===== config.mk =====
export PLATFORM = sky130hd
export DESIGN_NAME = axi_master_rr_arbiter
export DESIGN_NICKNAME = d
export VERILOG_FILES = /design/src/rtl/axi_master_rr_arbiter.sv
export SDC_FILE = /design/constraint.sdc
export NUM_CORES = 1
export LEC_CHECK = 0
export ABC_AREA = 1
export CORE_UTILIZATION = 49
export DETAILED_ROUTE_END_ITERATION = 10
export PLACE_DENSITY = 0.84
export SLEW_MARGIN = 20
export SYNTH_ARGS = -nofsm -noshare
export SYNTH_HDL_FRONTEND = slang
export SYNTH_HIERARCHICAL = 1
export SYNTH_SLANG_ARGS = --single-unit

===== constraint.sdc =====
create_clock -name clk -period 4.9 [get_ports clk]
set_input_delay 0.98 -clock clk [delete_from_list [all_inputs] [get_ports clk]]
set_output_delay 0.98 -clock clk [all_outputs]
set_load 0.03 [all_outputs]

===== src/rtl/axi_master_rr_arbiter.sv =====
// AXI4 master-side arbiter: locked AW/AR grants plus a write-order queue that routes W in AW order.
// Define AXI_ARB_RR_EN for round-robin search; otherwise fixed priority, lowest index wins.

module axi_master_rr_chan #(
    parameter int M_COUNT = 4,
    parameter int SEL_W   = 2
) (
    input  logic               clk,
    input  logic               rstn,
    input  logic [M_COUNT-1:0] req_i,
    input  logic               allow_i,
    input  logic               bus_valid_i,
    input  logic               bus_ready_i,
    output logic [SEL_W-1:0]   sel_o,
    output logic               gnt_o
);
    typedef enum logic {ARB_OPEN, ARB_LOCKED} arb_state_t;

    localparam logic [SEL_W-1:0] LAST_IDX = SEL_W'(M_COUNT - 1);

    arb_state_t       state_q;
    logic [SEL_W-1:0] lock_sel_q;
    logic [SEL_W-1:0] base;
    logic [SEL_W-1:0] cand;
    logic [SEL_W-1:0] pick;
    logic             found;
    logic             hs;

    assign hs = bus_valid_i && bus_ready_i && gnt_o;

`ifdef AXI_ARB_RR_EN
    logic [SEL_W-1:0] ptr_q;

    always_ff @(posedge clk or negedge rstn) begin
        if (!rstn)   ptr_q <= LAST_IDX;
        else if (hs) ptr_q <= sel_o;
    end

    assign base = ptr_q;
`else
    assign base = LAST_IDX;
`endif

    // Walk base+1 .. M_COUNT-1, 0 .. base; the wrap at LAST_IDX keeps unused indices out of reach.
    // NOTE: every always_comb output gets a default first so no latch is inferred.
    always_comb begin
        pick  = '0;
        found = 1'b0;
        cand  = base;
        for (int i = 0; i < M_COUNT; i++) begin
            cand = (cand == LAST_IDX) ? '0 : cand + SEL_W'(1);
            if (!found && req_i[cand]) begin
                pick  = cand;
                found = 1'b1;
            end
        end
    end

    // NOTE: sequential state uses non-blocking assignments only.
    always_ff @(posedge clk or negedge rstn) begin
        if (!rstn) begin
            state_q    <= ARB_OPEN;
            lock_sel_q <= '0;
        end else begin
            case (state_q)
                ARB_OPEN:
                    if (bus_valid_i && !bus_ready_i && gnt_o) begin
                        state_q    <= ARB_LOCKED;
                        lock_sel_q <= pick;
                    end
                ARB_LOCKED:
                    if (hs) state_q <= ARB_OPEN;
                default: state_q <= ARB_OPEN;
            endcase
        end
    end

    assign sel_o = (state_q == ARB_LOCKED) ? lock_sel_q : pick;
    assign gnt_o = (state_q == ARB_LOCKED) || ((|req_i) && allow_i);
endmodule

module axi_master_rr_arbiter #(
    parameter  int M_COUNT  = 4,
    parameter  int M_ID     = 2,
    parameter  int WQ_DEPTH = 4,
    localparam int SEL_W    = (M_COUNT > 1) ? $clog2(M_COUNT) : 1,
    localparam int CNT_W    = $clog2(WQ_DEPTH + 1)
) (
    input  logic                  clk,
    input  logic                  rstn,
    input  logic [M_COUNT-1:0]    m_aw_valid,
    input  logic [M_COUNT-1:0]    m_ar_valid,
    input  logic                  bus_aw_valid,
    input  logic                  bus_aw_ready,
    input  logic                  bus_w_valid,
    input  logic                  bus_w_ready,
    input  logic                  bus_w_last,
    input  logic                  bus_ar_valid,
    input  logic                  bus_ar_ready,
    input  logic [M_ID+SEL_W-1:0] bus_b_id,
    input  logic [M_ID+SEL_W-1:0] bus_r_id,
    output logic [SEL_W-1:0]      aw_sel,
    output logic                  aw_gnt,
    output logic [SEL_W-1:0]      w_sel,
    output logic                  w_gnt,
    output logic [SEL_W-1:0]      ar_sel,
    output logic                  ar_gnt,
    output logic [SEL_W-1:0]      b_sel,
    output logic [SEL_W-1:0]      r_sel,
    output logic                  wq_full
);
    localparam int PTR_W = $clog2(WQ_DEPTH);

    logic [SEL_W-1:0] wq_mem [WQ_DEPTH];
    logic [PTR_W-1:0] wr_ptr_q, wr_ptr_d;
    logic [PTR_W-1:0] rd_ptr_q, rd_ptr_d;
    logic [CNT_W-1:0] cnt_q, cnt_d;
    logic             push, pop;

    axi_master_rr_chan #(.M_COUNT(M_COUNT), .SEL_W(SEL_W)) u_aw_arb (
        .clk         (clk),
        .rstn        (rstn),
        .req_i       (m_aw_valid),
        .allow_i     (!wq_full),
        .bus_valid_i (bus_aw_valid),
        .bus_ready_i (bus_aw_ready),
        .sel_o       (aw_sel),
        .gnt_o       (aw_gnt)
    );

    axi_master_rr_chan #(.M_COUNT(M_COUNT), .SEL_W(SEL_W)) u_ar_arb (
        .clk         (clk),
        .rstn        (rstn),
        .req_i       (m_ar_valid),
        .allow_i     (1'b1),
        .bus_valid_i (bus_ar_valid),
        .bus_ready_i (bus_ar_ready),
        .sel_o       (ar_sel),
        .gnt_o       (ar_gnt)
    );

    assign push = bus_aw_valid && bus_aw_ready && aw_gnt;
    assign pop  = bus_w_valid && bus_w_ready && bus_w_last && w_gnt;

    // Pointers wrap naturally because the depth is a power of two.
    always_comb begin
        wr_ptr_d = wr_ptr_q + PTR_W'(push);
        rd_ptr_d = rd_ptr_q + PTR_W'(pop);
        cnt_d    = cnt_q;
        if (push && !pop)      cnt_d = cnt_q + CNT_W'(1);
        else if (pop && !push) cnt_d = cnt_q - CNT_W'(1);
    end

    always_ff @(posedge clk or negedge rstn) begin
        if (!rstn) begin
            wr_ptr_q <= '0;
            rd_ptr_q <= '0;
            cnt_q    <= '0;
        end else begin
            wr_ptr_q <= wr_ptr_d;
            rd_ptr_q <= rd_ptr_d;
            cnt_q    <= cnt_d;
        end
    end

    // NOTE: queue storage is not reset; w_sel masks it while the count is zero.
    always_ff @(posedge clk) begin
        if (push) wq_mem[wr_ptr_q] <= aw_sel;
    end

    assign w_gnt   = (cnt_q != '0);
    assign w_sel   = w_gnt ? wq_mem[rd_ptr_q] : '0;
    assign wq_full = (cnt_q == CNT_W'(WQ_DEPTH));

    assign b_sel = SEL_W'(bus_b_id >> M_ID);
    assign r_sel = SEL_W'(bus_r_id >> M_ID);
endmodule


# ---- Word level (Yosys, flattened, before mapping)
# Memories as Yosys holds them, arrays and structs flattened.
# Cells that the tools add are included.
dict set report word_totals {
  mem_bits_rw 8
  output_inout_bits 14
  wordCells 79
  input_bits 25
  register_bits 13
  n_memories 1
}
dict set report classes {
  n_bitwise 2
  n_reduce_logical 39
  n_mux 25
  addsub 4
  n_eq_ne 1
}
# name words word_bits rd rd_ports_with_merged_regs write_ports line_no
set memory_table {}
lappend memory_table {wq_mem 4 2 1 0 1 114} ;# logic [SEL_W-1:0] wq_mem [WQ_DEPTH];
# cell n
set ops {}
lappend ops {{$logic_and A1 B1 Y1} 20}
lappend ops {{$mux W1} 14}
lappend ops {{$mux W2} 7}
lappend ops {{$logic_not A1 Y1} 11}
lappend ops {{$reduce_or A4 Y1} 2}
lappend ops {{$mux W3} 2}
lappend ops {{$add A2 B1 Y2} 2}
lappend ops {{$pmux W1 S2} 2}
lappend ops {{$reduce_and A2 Y1} 2}
lappend ops {{$add A3 B1 Y3 const B} 1}
lappend ops {{$eq A3 B3 Y1 const B} 1}
lappend ops {{$reduce_bool A3 Y1} 1}
lappend ops {{$sub A3 B1 Y3 const B} 1}
lappend ops {{$logic_or A1 B1 Y1} 2}
lappend ops {{$not A1 Y1} 2}
lappend ops {{$reduce_bool A2 Y1} 1}

# ---- Depth between registers and ports, before layout
# Gate-level depths: netlist of the first run.
dict set report logic_depth {
  word_depth 11
  mapped_depth 15
  mapped_depth_nobuf 15
}

# ---- By module
# The synthesis of the first run kept the hierarchy.
# module cells_per_inst instances area_each_um2 seq_area_each_um2
set modules_own_cells {}
lappend modules_own_cells {axi_master_rr_arbiter 79 1 772.0 415.4}
lappend modules_own_cells {axi_master_rr_chan 34 2 224.0 75.1}

# ---- Least setup slack after synthesis of the first run
# No wires, ideal clock.
dict set report synth_timing {
  path_kind {flip-flop to flip-flop}
  startpoint {register cnt_q[0]}
  endpoint {register cnt_q[1]}
  setup_ns 0.117
  required_time_ns 4.783
  path_stages_with_launch 12
  synth_period_minus_slack_ns 2.637
  arrival_time_ns 2.520
  slack_ns 2.263
  n_path_buf 0
  path_cell_list {dfrtp_1 nor3_2 inv_1 nand2_2 nand2_1 nand3_1 inv_1 ha_1 inv_1 fa_1 nand2_1 nand2_1}
}
dict set report synth_between {
  word_cells_on_any_way 16
  classes_between {add/sub (2); eq/ne (1); mux (2); reduce/logical (11)}
}
# element line_no
set synth_lines {}
lappend synth_lines {{from (decl)} 117} ;# logic [CNT_W-1:0] cnt_q, cnt_d;
lappend synth_lines {{from (signal assigned)} 162} ;# cnt_q <= cnt_d;
lappend synth_lines {{$eq A3 B3 Y1} 173} ;# assign wq_full = (cnt_q == CNT_W'(WQ_DEPTH));
lappend synth_lines {{via wq_full} 110} ;# output logic wq_full
lappend synth_lines {{$logic_not A1 Y1} 124} ;# .allow_i (!wq_full),
lappend synth_lines {{$logic_and A1 B1 Y1} 79} ;# assign gnt_o = (state_q == ARB_LOCKED) || ((|req_i) && allow_i);
lappend synth_lines {{$logic_or A1 B1 Y1} 79}
lappend synth_lines {{via aw_gnt} 103} ;# output logic aw_gnt,
lappend synth_lines {{$logic_and A1 B1 Y1} 142} ;# assign push = bus_aw_valid && bus_aw_ready && aw_gnt;
lappend synth_lines {{$logic_and A1 B1 Y1} 150} ;# if (push && !pop) cnt_d = cnt_q + CNT_W'(1);
lappend synth_lines {{$mux W3} 150}
lappend synth_lines {{via cnt_d[1]} 117}
# The timed path passes the listed nets, and every way through them passes these cells. The select of a mux whose other input is x is not followed.
# A chain may end at the register's enable or synchronous reset.

# ---- Worst setup path after layout of the first run
dict set report layout_timing {
  startpoint {input port m_aw_valid[1]}
  endpoint {output port aw_sel[0]}
}
dict set report layout_between {
  elab_chain_len 9
  word_cells_on_any_way 11
  classes_between {mux (6); reduce/logical (5)}
}
# element line_no
set layout_rtl {}
lappend layout_rtl {{from (decl)} 91} ;# input logic [M_COUNT-1:0] m_aw_valid,
lappend layout_rtl {{$logic_and A1 B1 Y1 *} 52} ;# if (!found && req_i[cand]) begin
lappend layout_rtl {{$mux W1} 52}
lappend layout_rtl {{$logic_not A1 Y1} 52}
lappend layout_rtl {{$logic_and A1 B1 Y1} 52}
lappend layout_rtl {{$mux W1} 52}
lappend layout_rtl {{$logic_not A1 Y1} 52}
lappend layout_rtl {{$logic_and A1 B1 Y1} 52}
lappend layout_rtl {{$mux W2 *} 52}
lappend layout_rtl {{$mux W2 *} 78} ;# assign sel_o = (state_q == ARB_LOCKED) ? lock_sel_q : pick;
lappend layout_rtl {{to (decl)} 102} ;# output logic [SEL_W-1:0] aw_sel,
# Every way passes the cells marked *; elsewhere a longest branch is shown, timed or not.

==> results of run 1 <==
-- state kept, by name, summed over array words and instances (netlist names) --
| signal | count |
|---|---|
| u_aw_arb/state_q | 1 |
| u_aw_arb/lock_sel_q | 2 |
| u_ar_arb/lock_sel_q | 2 |
| u_ar_arb/state_q | 1 |
| rd_ptr_q | 2 |
| cnt_q | 3 |
| wq_mem | 8 |
| wr_ptr_q | 2 |
-- logic make-up after synthesis --
family,after synthesis
buf+inv,32
flops,21
fa+ha+maj,4
simple gates,82
compound gates,4
other cells,1
xor+xnor,3
-- cells in the final DEF, fill, tap and decap left out, types with 3 or more instances in the layout --
cell type | netlist | final
sky130_fd_sc_hd__nand3_1 | 11 | 11
sky130_fd_sc_hd__dfrtp_1 | 13 | 13
sky130_fd_sc_hd__nand2_2 | 4 | 4
sky130_fd_sc_hd__nor2_2 | 7 | 7
sky130_fd_sc_hd__conb_1 | 1 | 3
sky130_fd_sc_hd__inv_1 | 22 | 22
sky130_fd_sc_hd__a21oi_1 | 3 | 3
sky130_fd_sc_hd__ha_1 | 3 | 3
sky130_fd_sc_hd__nand4_1 | 3 | 3
sky130_fd_sc_hd__edfxtp_1 | 8 | 8
sky130_fd_sc_hd__nand2_1 | 45 | 45
sky130_fd_sc_hd__clkbuf_4 | 0 | 3
sky130_fd_sc_hd__nor3_1 | 4 | 4
sky130_fd_sc_hd__inv_2 | 6 | 6
sky130_fd_sc_hd__clkdlybuf4s50_1 | 0 | 26
-- power groups by stage --
stage	registers, uW	clock network, uW	logic [uW]
5_1_grt	310	88.9	362
2_1_floorplan	292	0	227
3_5_place_dp	305	0	325
3_3_place_gp	301	0	314
4_1_cts	302	83.1	326
6_report	301	82.6	325
-- routing by layer --
metal,track usage,share of wire,up-vias
li1,-,-,505
met1,0.2500,0.46,450
met2,0.3184,0.48,23
met3,0.02924,0.050,2
met4,0.08108,0.0073,0
met5,0,0,-
-- layout make-up --
type | instances | area, um2 | area share
clock inverters | 1 | 5.005 | 0.003292
multi-input cells | 96 | 526.8 | 0.3465
flip-flops and latches | 21 | 565.5 | 0.3720
clock buffers | 3 | 22.52 | 0.01481
inverters | 28 | 105.1 | 0.06914
well taps | 28 | 35.03 | 0.02305
repair buffers | 26 | 260.3 | 0.1712
-- stage by stage --
stage               hold slack [ps]  power (uW)
global route                  500.3       761.5
finish                        490.9       708.6
detailed placement            461.3       630.1
floorplan                     442.2       519.4
global placement              460.0       615.1
CTS                           491.3       710.8
-- worst min-delay path by stage --
stage	depth (start not counted)	endpoint	start
after floorplan	2	u_ar_arb/lock_sel_q[1]	u_ar_arb/lock_sel_q[1]
after global placement	2	u_aw_arb/lock_sel_q[1]	u_aw_arb/lock_sel_q[1]
after detailed placement	2	u_aw_arb/lock_sel_q[1]	u_aw_arb/lock_sel_q[1]
after CTS	2	u_aw_arb/lock_sel_q[1]	u_aw_arb/lock_sel_q[1]
after global routing	2	u_aw_arb/lock_sel_q[1]	u_aw_arb/lock_sel_q[1]
final	2	u_aw_arb/lock_sel_q[1]	u_aw_arb/lock_sel_q[1]
-- critical path, delay by kind of cell --
kind	cells	cell delay, ps
buf+inv	2	1220
compound gates	1	50
simple gates	3	320
==> reports/results.env, run 1 <==
OUTCOME='finished, final reports clean'
MAIN_COMBINATIONAL_CELL_FAMILY_BY_AREA_AFTER_SYNTHESIS='simple AND/OR/NAND/NOR gates'
CTS_STAGE_HOLD_BUFFER_COUNT=0
YOSYS_WARN_COUNT=6
CP_DATA_REQUIRED_TIME_PS=3920
WORST_PATH_LARGEST_CELL_DELAY_PS=700
NET-SWITCHING-POWER_uW=303.0
MIN_PERIOD_OVER_PERIOD=0.7268
CRIT_PATH_END_KIND='output port'
AREAGROWTHSYNTHTOFINISH_PCT=24.62
POSTCTSSETUPBUFFERS=0
SYNTH.CELL_AREA_MM2=0.001220
DR.FIRST_ITER.DRC_COUNT=13
GLOBALROUTEOVERFLOWTOTAL=0
SYNTH_XOR_AREA_FRAC=0.02154
CLKSLEWWORSTSETUPHOLDPATHS_PS=120
COMB_POWER_SHARE=0.459
NETSWITCHINGFRACTION=0.4276
YOSYSMOSTFREQUENTCELL='sky130_fd_sc_hd__nand2_1'
NUMBER_OF_ENABLE_FLIP_FLOP_CELLS_AFTER_SYNTHESIS=8
TIMING.FINAL.HOLD_VIOLATIONS=0
CHIPWIDTH_UM=51.90
PLACEDINSTANCEAREA_MM2=0.001493
NUM-FILL-CELLS=195
FINAL_AREA_MM2=0.001520
DIEAREA_MM2=0.002693
WORST-R2R-CELL-COUNT=11
TIMING.CRITICAL_PATH.CELLS='clkdlybuf4s50_1 -> a21oi_1 -> nor2_1 -> nand2_1 -> nand2_1 -> clkdlybuf4s50_1'
START_UTIL=0.5360
FP-ROW-COUNT=17
PLACE_HPWL_MM=1.813
REG2REG_FROM='cnt_q[0]'
MEAN_ROUTED_WIRELENGTH_PER_CELL_UM=10.83
TIGHTEST_SLEW_PS=580.3
FINALWIRELENGTH_MM=2.198
IO_BUFFER_COUNT=26
GRT.TOTAL_USAGE=0.1927
CTS.SINKS=21
DRT_DRC_VIOLATIONS_LEFT=0
DRIVE_GT1_FRAC=0.1600
SLEW_LIMIT_HEADROOM=0.6119
ENDPOINT='aw_sel[0]'
NETLIST_TOP_CELLS_COUNT='sky130_fd_sc_hd__nand2_1, sky130_fd_sc_hd__inv_1, sky130_fd_sc_hd__dfrtp_1'
FINAL.SETUP.TNS_PS=0
SETUP_VIOLATIONS=0
ANTENNA_FOUND_INITIAL=0
WORST_PATH_MAX_DELAY_CELL='sky130_fd_sc_hd__clkdlybuf4s50_1'
VDD_DROP_MAX_mV=0.2767
SYNTH_FF_TYPE='sky130_fd_sc_hd__dfrtp_1'
WORSTSETUPSTARTPOINT='m_aw_valid[1]'
GRT_PASS1_WL_MM=3.822
DRT.ANTENNA.VIOLATING_NETS=0
SYNTH.LARGEST_AREA_CELL='sky130_fd_sc_hd__dfrtp_1'
GRT_SETUP_UNREPAIRED='no'
SHARE_SEQ_OF_TOTAL_POWER=0.425
SETUP_WS_PS=1338
VIAS=980
YOSYSTOPAREACELLSHARE=0.2667
SYNTH_AREA_PER_CELL_UM2=8.299
CP.ARRIVAL_PS=2580
SYNTH_TOP_CELLS_BY_AREA='sky130_fd_sc_hd__dfrtp_1, sky130_fd_sc_hd__edfxtp_1, sky130_fd_sc_hd__nand2_1'
FP.COREAREA_MM2=0.002276
FINALCLOCKSKEW_PS=11.22
CLK_PATH_BUF_DEPTH=2
AVGVIACOUNTPERCELL=4.828
PIN_COUNT=39
NUM-NETS-FINAL=205
NUMPLACEDINSTANCES=199
P_LEAK_uW=0.0007373
FIN_CELLS=203
ASYNC_RESET_FF_FRAC=0.6190
CRIT_PATH_START_KIND='input port'
UTILIZATION=0.6679
SYNTH_SIMPLE_GATE_AREA_FRAC=0.3344
CLK_ROOT_BUFFER_CELL='sky130_fd_sc_hd__clkbuf_4'
CELLPOWERDENSITY_mW_PER_MM2=466.1
NUMCTSBUFFERS=3
DIE_HEIGHT_UM=51.90
CLOCK_TREE_FROM_TRITONCTS='built'
WORSTPATHMAXFANOUT=5
YOSYS.AREA_SHARE.ADDER=0.04718
R2R_END='cnt_q[1]'
SLEW_VIOL_FINAL=0
GRT_MAX_DEGREE=14
POWER.INTERNAL_uW=405.6
FIRST_PASS_ITERS=4
SYN_INST=147
YOSYS-MUX-AREA-FRACTION=0
MAX_CLOCK_FREQ_MHz=280.8
R2R_SETUP_SLACK_PS=2610
SYNTH_CELL_TYPE_COUNT=23
N_ANTENNA_CELL=0
MAX-CAP-VIOLATIONS=0
GRT_PASS1_VIAS=926
CLOCK_INSERTION_DELAY_AT_THE_LATER_PIN_OF_THE_SKEW_REPORT_PS=300
HOLD_PATH_CLASS='flop to flop'
FINAL.MIN_CLOCK_PERIOD_PS=3562
GP_ROUTABILITY_CONGESTION=0.7328
DPL_WORST_SLACK_PS=1334
CTS-HTREE-LEVELS=1
NUMBER_OF_FLIP_FLOPS_AND_LATCHES_IN_THE_SYNTHESIZED_NETLIST=21
CRIT_TYPE='input port to output port'
PART_OF_THE_YOSYS_AREA_USED_FOR_SEQUENTIAL_ELEMENTS=0.4636
SYNTH-COMPOUND-AREA-SHARE=0.01949
GATES_RESIZED_CTS_REPAIR=0
CLOCKPOWERSHARE=0.117
No activity file was read; power rests on OpenSTA's default activity.
==> run 2, diff against run 1 <==
CORE_UTILIZATION = 45   (was 49)
PLACE_DENSITY = 0.78   (was 0.84)
clock period = 3.7 ns   (was 4.9 ns; I/O delays follow)
==> run 2 against run 1 <==
Via count is 1.6% higher. Flip-flop and latch count stayed put. Global-route usage is 0.31 points lower. Count of clock-buffer cells in the layout stayed put. Clock power is 28% higher. Routed wire length is 3.0% higher. Critical endpoint unchanged. Largest power group unchanged.
==> reports/results.env, run 2 (same netlist as run 1, synthesis figures left out) <==
FP-ROW-COUNT=18
MAX-CAP-VIOLATIONS=0
N_ANTENNA_CELL=0
NUMCTSBUFFERS=3
REGISTER_AREA_UM2=565.5
DRT_DRC_VIOLATIONS_LEFT=0
CRIT_PATH_START_KIND='input port'
PLACE_HPWL_MM=1.921
GLOBALROUTEOVERFLOWTOTAL=0
OUTCOME='finished, final reports clean'
TIGHTEST_SLEW_PS=567.0
VIAS=996
DIE_HEIGHT_UM=54.07
REGISTERS.TOP_BY_FF_COUNT='wq_mem'
CTS_STAGE_HOLD_BUFFER_COUNT=0
CTS.SINKS=21
GRT_PASS1_WL_MM=3.788
FP.COREAREA_MM2=0.002522
FINALWIRELENGTH_MM=2.265
FINAL.SETUP.TNS_PS=0
PATH_BUF_INV=2
MULTI_INPUT_AREA_UM2=526.8
GP_ROUTABILITY_CONGESTION=0.7546
DRIVE_GT1_FRAC=0.1600
CLOCK_INSERTION_DELAY_AT_THE_LATER_PIN_OF_THE_SKEW_REPORT_PS=300
MOSTFREQUENTLAYOUTCELL='sky130_fd_sc_hd__nand2_1'
NUM-FILL-CELLS=235
REG_TOP3='wq_mem: 8 flops, cnt_q: 3 flops'
CLKSLEWWORSTSETUPHOLDPATHS_PS=100
CHIPWIDTH_UM=54.07
MIN_PERIOD_OVER_PERIOD=0.8394
SLEW_LIMIT_HEADROOM=0.6208
CTS-HTREE-LEVELS=1
SLEW_VIOL_FINAL=0
GRT.TOTAL_USAGE=0.1897
FINAL.HOLD.WORST_SLACK_PS=486.4
WORSTPATHMAXFANOUT=5
TIMING.CRITICAL_PATH.CELLS='clkdlybuf4s50_1 -> a21oi_1 -> nor2_1 -> nand2_1 -> nand2_1 -> clkdlybuf4s50_1'
MAX_CLOCK_FREQ_MHz=322.0
LARGEST_DELAY_SHARE_FAMILY_WORST_PATH='buffers and inverters'
AVGVIACOUNTPERCELL=4.859
HOLD_PATH_CLASS='flop to flop'
IO_BUFFER_COUNT=26
AREAGROWTHSYNTHTOFINISH_PCT=24.82
MIN-DELAY-START='u_aw_arb/lock_sel_q[1]'
GRT_PASS1_VIAS=1014
WORSTSETUPSTARTPOINT='m_aw_valid[1]'
NUM-NETS-FINAL=205
PIN_COUNT=39
CP.ARRIVAL_PS=2370
POSTCTSSETUPBUFFERS=0
REG2REG_FROM='cnt_q[0]'
P_LEAK_uW=0.0007373
CRIT_TYPE='input port to output port'
GRT_SETUP_UNREPAIRED='no'
CP_DATA_REQUIRED_TIME_PS=2960
LARGEST_REGISTER_FFS=8
START_UTIL=0.4836
GATES_RESIZED_CTS_REPAIR=0
DIEAREA_MM2=0.002923
VDD_DROP_MAX_mV=0.4530
MEAN_ROUTED_WIRELENGTH_PER_CELL_UM=11.05
WORST_PATH_LARGEST_CELL_DELAY_PS=700
CLOCK_TREE_FROM_TRITONCTS='built'
DR.FIRST_ITER.DRC_COUNT=16
FINAL_AREA_MM2=0.001523
CLK_ROOT_BUFFER_CELL='sky130_fd_sc_hd__clkbuf_4'
ANTENNA_FOUND_INITIAL=0
SETUP_VIOLATIONS=0
PLACEDINSTANCEAREA_MM2=0.001495
DRT.ANTENNA.VIOLATING_NETS=0
NUMPLACEDINSTANCES=201
FIN_CELLS=205
FIRST_PASS_ITERS=4
TIMING.FINAL.HOLD_VIOLATIONS=0
WORST_PATH_MAX_DELAY_CELL='sky130_fd_sc_hd__clkdlybuf4s50_1'
FINALCLOCKSKEW_PS=6.538
CLK_PATH_BUF_DEPTH=2
MOSTFREQUENTLAYOUTCELLS='sky130_fd_sc_hd__nand2_1, sky130_fd_sc_hd__clkdlybuf4s50_1, sky130_fd_sc_hd__inv_1'
GRT_MAX_DEGREE=14
FINAL.MIN_CLOCK_PERIOD_PS=3106
CELLPOWERDENSITY_mW_PER_MM2=621.8
CRIT_PATH_END_KIND='output port'
-- run 2: where the power goes --
| group | switching [uW] | total, uW | internal, uW | leakage, uW |
|---|---|---|---|---|
| registers | 79.3 | 398 | 318 | 0.000235 |
| logic | 262 | 443 | 181 | 0.000485 |
| clock network | 66.1 | 106 | 40.3 | 0.0000177 |
| total | 407 | 947 | 540 | 0.000737 |
-- run 2: path summary, 6_finish.rpt --
path	endpoint	slack, ps	cells after the start
min reg2reg	u_aw_arb/lock_sel_q[1]	490	2
max reg2reg	cnt_q[1]	1450	11
min in group asynchronous	rd_ptr_q[0]	790	1
max in group asynchronous	u_aw_arb/lock_sel_q[0]	2540	1
max	aw_sel[0]	590	6
min	u_aw_arb/lock_sel_q[1]	490	2
-- run 2: tightest hold or removal path: stages, from the launching register on --
cell and delay, ps:
sky130_fd_sc_hd__dfrtp_1 360, sky130_fd_sc_hd__nand2_1 50, sky130_fd_sc_hd__nand2_1 50
-- run 2: final cells by class --
cell class,instances,share of cell area
sequential,21,0.3714
inverter,28,0.06902
clock inverter,1,0.003287
multi-input combinational,96,0.3459
timing repair buffer,26,0.1709
clock buffer,3,0.01479
tap,30,0.02465
-- run 2: per-layer routing --
metal	GRT usage	vias up	wire length [um]
li1	-	507	-
met1	0.1589	448	861
met2	0.3807	34	1254
met3	0.06497	7	108
met4	0.09402	0	41
met5	0	-	0
-- run 2: stage by stage --
step | setup slack, ps | total power (uW) | util
2_1_floorplan | 1063 | 687.8 | -
4_1_cts | 598.6 | 951.9 | 0.6037
6_report | 594.1 | 946.8 | 0.6037
3_5_place_dp | 598.6 | 845.7 | 0.5928
3_3_place_gp | 601.6 | 817.3 | 0.5928
5_1_grt | 541.2 | 1022 | 0.6037
==> run 3, diff against run 2 <==
clock period = 2.95 ns   (was 3.7 ns; I/O delays follow)
==> run 3 against run 2 <==
Via count fell by 0.10%. Count of clock-buffer cells in the layout stayed put. First-iteration DRC count down 50%.
==> reports/results.env, run 3 (same netlist as run 1, synthesis figures left out) <==
MOSTFREQUENTLAYOUTCELLS='sky130_fd_sc_hd__nand2_1, sky130_fd_sc_hd__clkdlybuf4s50_1, sky130_fd_sc_hd__inv_1'
DRT_DRC_VIOLATIONS_LEFT=0
P_LEAK_uW=0.0007373
GP_ROUTABILITY_CONGESTION=0.7677
CP.ARRIVAL_PS=2230
CTS-HTREE-LEVELS=1
R2R_END='cnt_q[1]'
CHIPWIDTH_UM=54.07
CTS.SINKS=21
FP-ROW-COUNT=18
SETUP_WS_PS=132.0
ANTENNA_FOUND_INITIAL=0
MIN_PERIOD_OVER_PERIOD=0.9553
START_UTIL=0.4836
GLOBALROUTEOVERFLOWTOTAL=0
NUM-NETS-FINAL=205
DPL_WORST_SLACK_PS=154.2
CRIT_TYPE='input port to output port'
GRT_PASS1_WL_MM=3.698
MAX_CLOCK_FREQ_MHz=354.9
CLK_PATH_BUF_DEPTH=2
CLOCK_TREE_FROM_TRITONCTS='built'
VIAS=995
R2R_SETUP_SLACK_PS=650
GATES_RESIZED_CTS_REPAIR=0
N_ANTENNA_CELL=0
MOSTFREQUENTLAYOUTCELL='sky130_fd_sc_hd__nand2_1'
GRT_MAX_DEGREE=14
TIGHTEST_SLEW_PS=558.5
DIEAREA_MM2=0.002923
FIRST_PASS_ITERS=4
OUTCOME='finished, final reports clean'
FINALWIRELENGTH_MM=2.193
CLK_ROOT_BUFFER_CELL='sky130_fd_sc_hd__clkbuf_4'
IO_BUFFER_COUNT=26
FP.COREAREA_MM2=0.002522
PIN_COUNT=39
AVGVIACOUNTPERCELL=4.854
MAX-CAP-VIOLATIONS=0
REG2REG_FROM='cnt_q[0]'
DR.FIRST_ITER.DRC_COUNT=8
CLKSLEWWORSTSETUPHOLDPATHS_PS=100
SLEW_VIOL_FINAL=0
HOLD-PATH-ENDPOINT='u_aw_arb/lock_sel_q[1]'
GRT_PASS1_VIAS=902
TIMING.FINAL.HOLD_VIOLATIONS=0
PLACE_HPWL_MM=1.818
CTS_STAGE_HOLD_BUFFER_COUNT=0
LARGEST_DELAY_SHARE_FAMILY_WORST_PATH='buffers and inverters'
WORSTPATHMAXFANOUT=5
DRIVE_GT1_FRAC=0.1600
DRT.ANTENNA.VIOLATING_NETS=0
GRT_SETUP_UNREPAIRED='no'
HOLD_PATH_CLASS='flop to flop'
POSTCTSSETUPBUFFERS=0
CP_DATA_REQUIRED_TIME_PS=2360
WORST_PATH_MAX_DELAY_CELL='sky130_fd_sc_hd__clkdlybuf4s50_1'
WORST_PATH_LARGEST_CELL_DELAY_PS=700
NUM-FILL-CELLS=221
FINAL.MIN_CLOCK_PERIOD_PS=2818
FINALCLOCKSKEW_PS=4.175
AREAGROWTHSYNTHTOFINISH_PCT=24.82
MIN-DELAY-START='u_aw_arb/lock_sel_q[1]'
NUMCTSBUFFERS=3
CELLPOWERDENSITY_mW_PER_MM2=771.6
FINAL.SETUP.TNS_PS=0
CLOCK_INSERTION_DELAY_AT_THE_LATER_PIN_OF_THE_SKEW_REPORT_PS=300
DIE_HEIGHT_UM=54.07
TIMING.CRITICAL_PATH.CELLS='clkdlybuf4s50_1 -> a21oi_1 -> nor2_1 -> nand2_1 -> nand2_1 -> clkdlybuf4s50_1'
PATH_BUF_INV=2
SLEW_LIMIT_HEADROOM=0.6265
SETUP_VIOLATIONS=0
MEAN_ROUTED_WIRELENGTH_PER_CELL_UM=10.70
CRIT_PATH_END_KIND='output port'
GRT.TOTAL_USAGE=0.1821
LARGEST_REGISTER_FFS=8
CRIT_PATH_START_KIND='input port'
HOLDPATHSTAGES=2
REGISTERS.TOP_BY_FF_COUNT='wq_mem'
WORST-R2R-CELL-COUNT=11
VDD_DROP_MAX_mV=0.5514
REG_TOP3='wq_mem: 8 flops, cnt_q: 3 flops'
-- run 3: cell counts in the layout (fill, tap and decap cells not counted) --
No cell type changed its count.
-- run 3: metrics by stage --
stage	utilization	hold slack, ps	power, uW	std cells	instance area, um2
2_1_floorplan	-	294.4	862.7	149	1227
3_3_place_gp	0.5928	458.9	1025	201	1495
3_5_place_dp	0.5928	459.8	1051	201	1495
4_1_cts	0.6037	484.9	1184	205	1523
5_1_grt	0.6037	524.6	1268	205	1523
6_report	0.6037	477.7	1175	205	1523
-- run 3: worst register-to-register path, delay by kind of cell (launching register included) --
family	cells	cell delay (ps)
simple gates	6	760
buf+inv	3	330
fa+ha+maj	2	650
flops	1	490
-- run 3: metal layers --
| layer | part of all wire | vias to the layer above | routed length (um) | global-route usage |
|---|---|---|---|---|
| met2 | 0.54 | 23 | 1194 | 0.3498 |
| met5 | 0 | - | 0 | 0 |
| li1 | - | 512 | - | - |
| met1 | 0.41 | 458 | 902 | 0.1809 |
| met3 | 0.036 | 2 | 80 | 0.05367 |
| met4 | 0.0073 | 0 | 16 | 0.06838 |
-- run 3: cell type report --
class | instances | area (um2) | area share
clock buffer | 3 | 22.52 | 0.01479
clock inverter | 1 | 5.005 | 0.003287
inverter | 28 | 105.1 | 0.06902
multi-input combinational | 96 | 526.8 | 0.3459
sequential | 21 | 565.5 | 0.3714
tap | 30 | 37.54 | 0.02465
timing repair buffer | 26 | 260.3 | 0.1709
-- run 3: how the worst max path moves through the flow --
stage	from	end	slack (ps)	depth (start not counted)
finish	m_aw_valid[1]	aw_sel[0]	130	6
global route	m_aw_valid[3]	aw_sel[0]	50	6
floorplan	cnt_q[0]	cnt_q[1]	310	11
detailed placement	m_aw_valid[1]	aw_sel[0]	150	6
CTS	m_aw_valid[1]	aw_sel[0]	150	6
global placement	m_aw_valid[1]	aw_sel[0]	150	6
-- run 3: power by group --
| part | internal [uW] | leakage (uW) | switching (uW) | total [uW] |
|---|---|---|---|---|
| clock network | 50.5 | 0.0000177 | 79.5 | 130 |
| registers | 399 | 0.000235 | 101 | 500 |
| logic | 226 | 0.000485 | 319 | 545 |
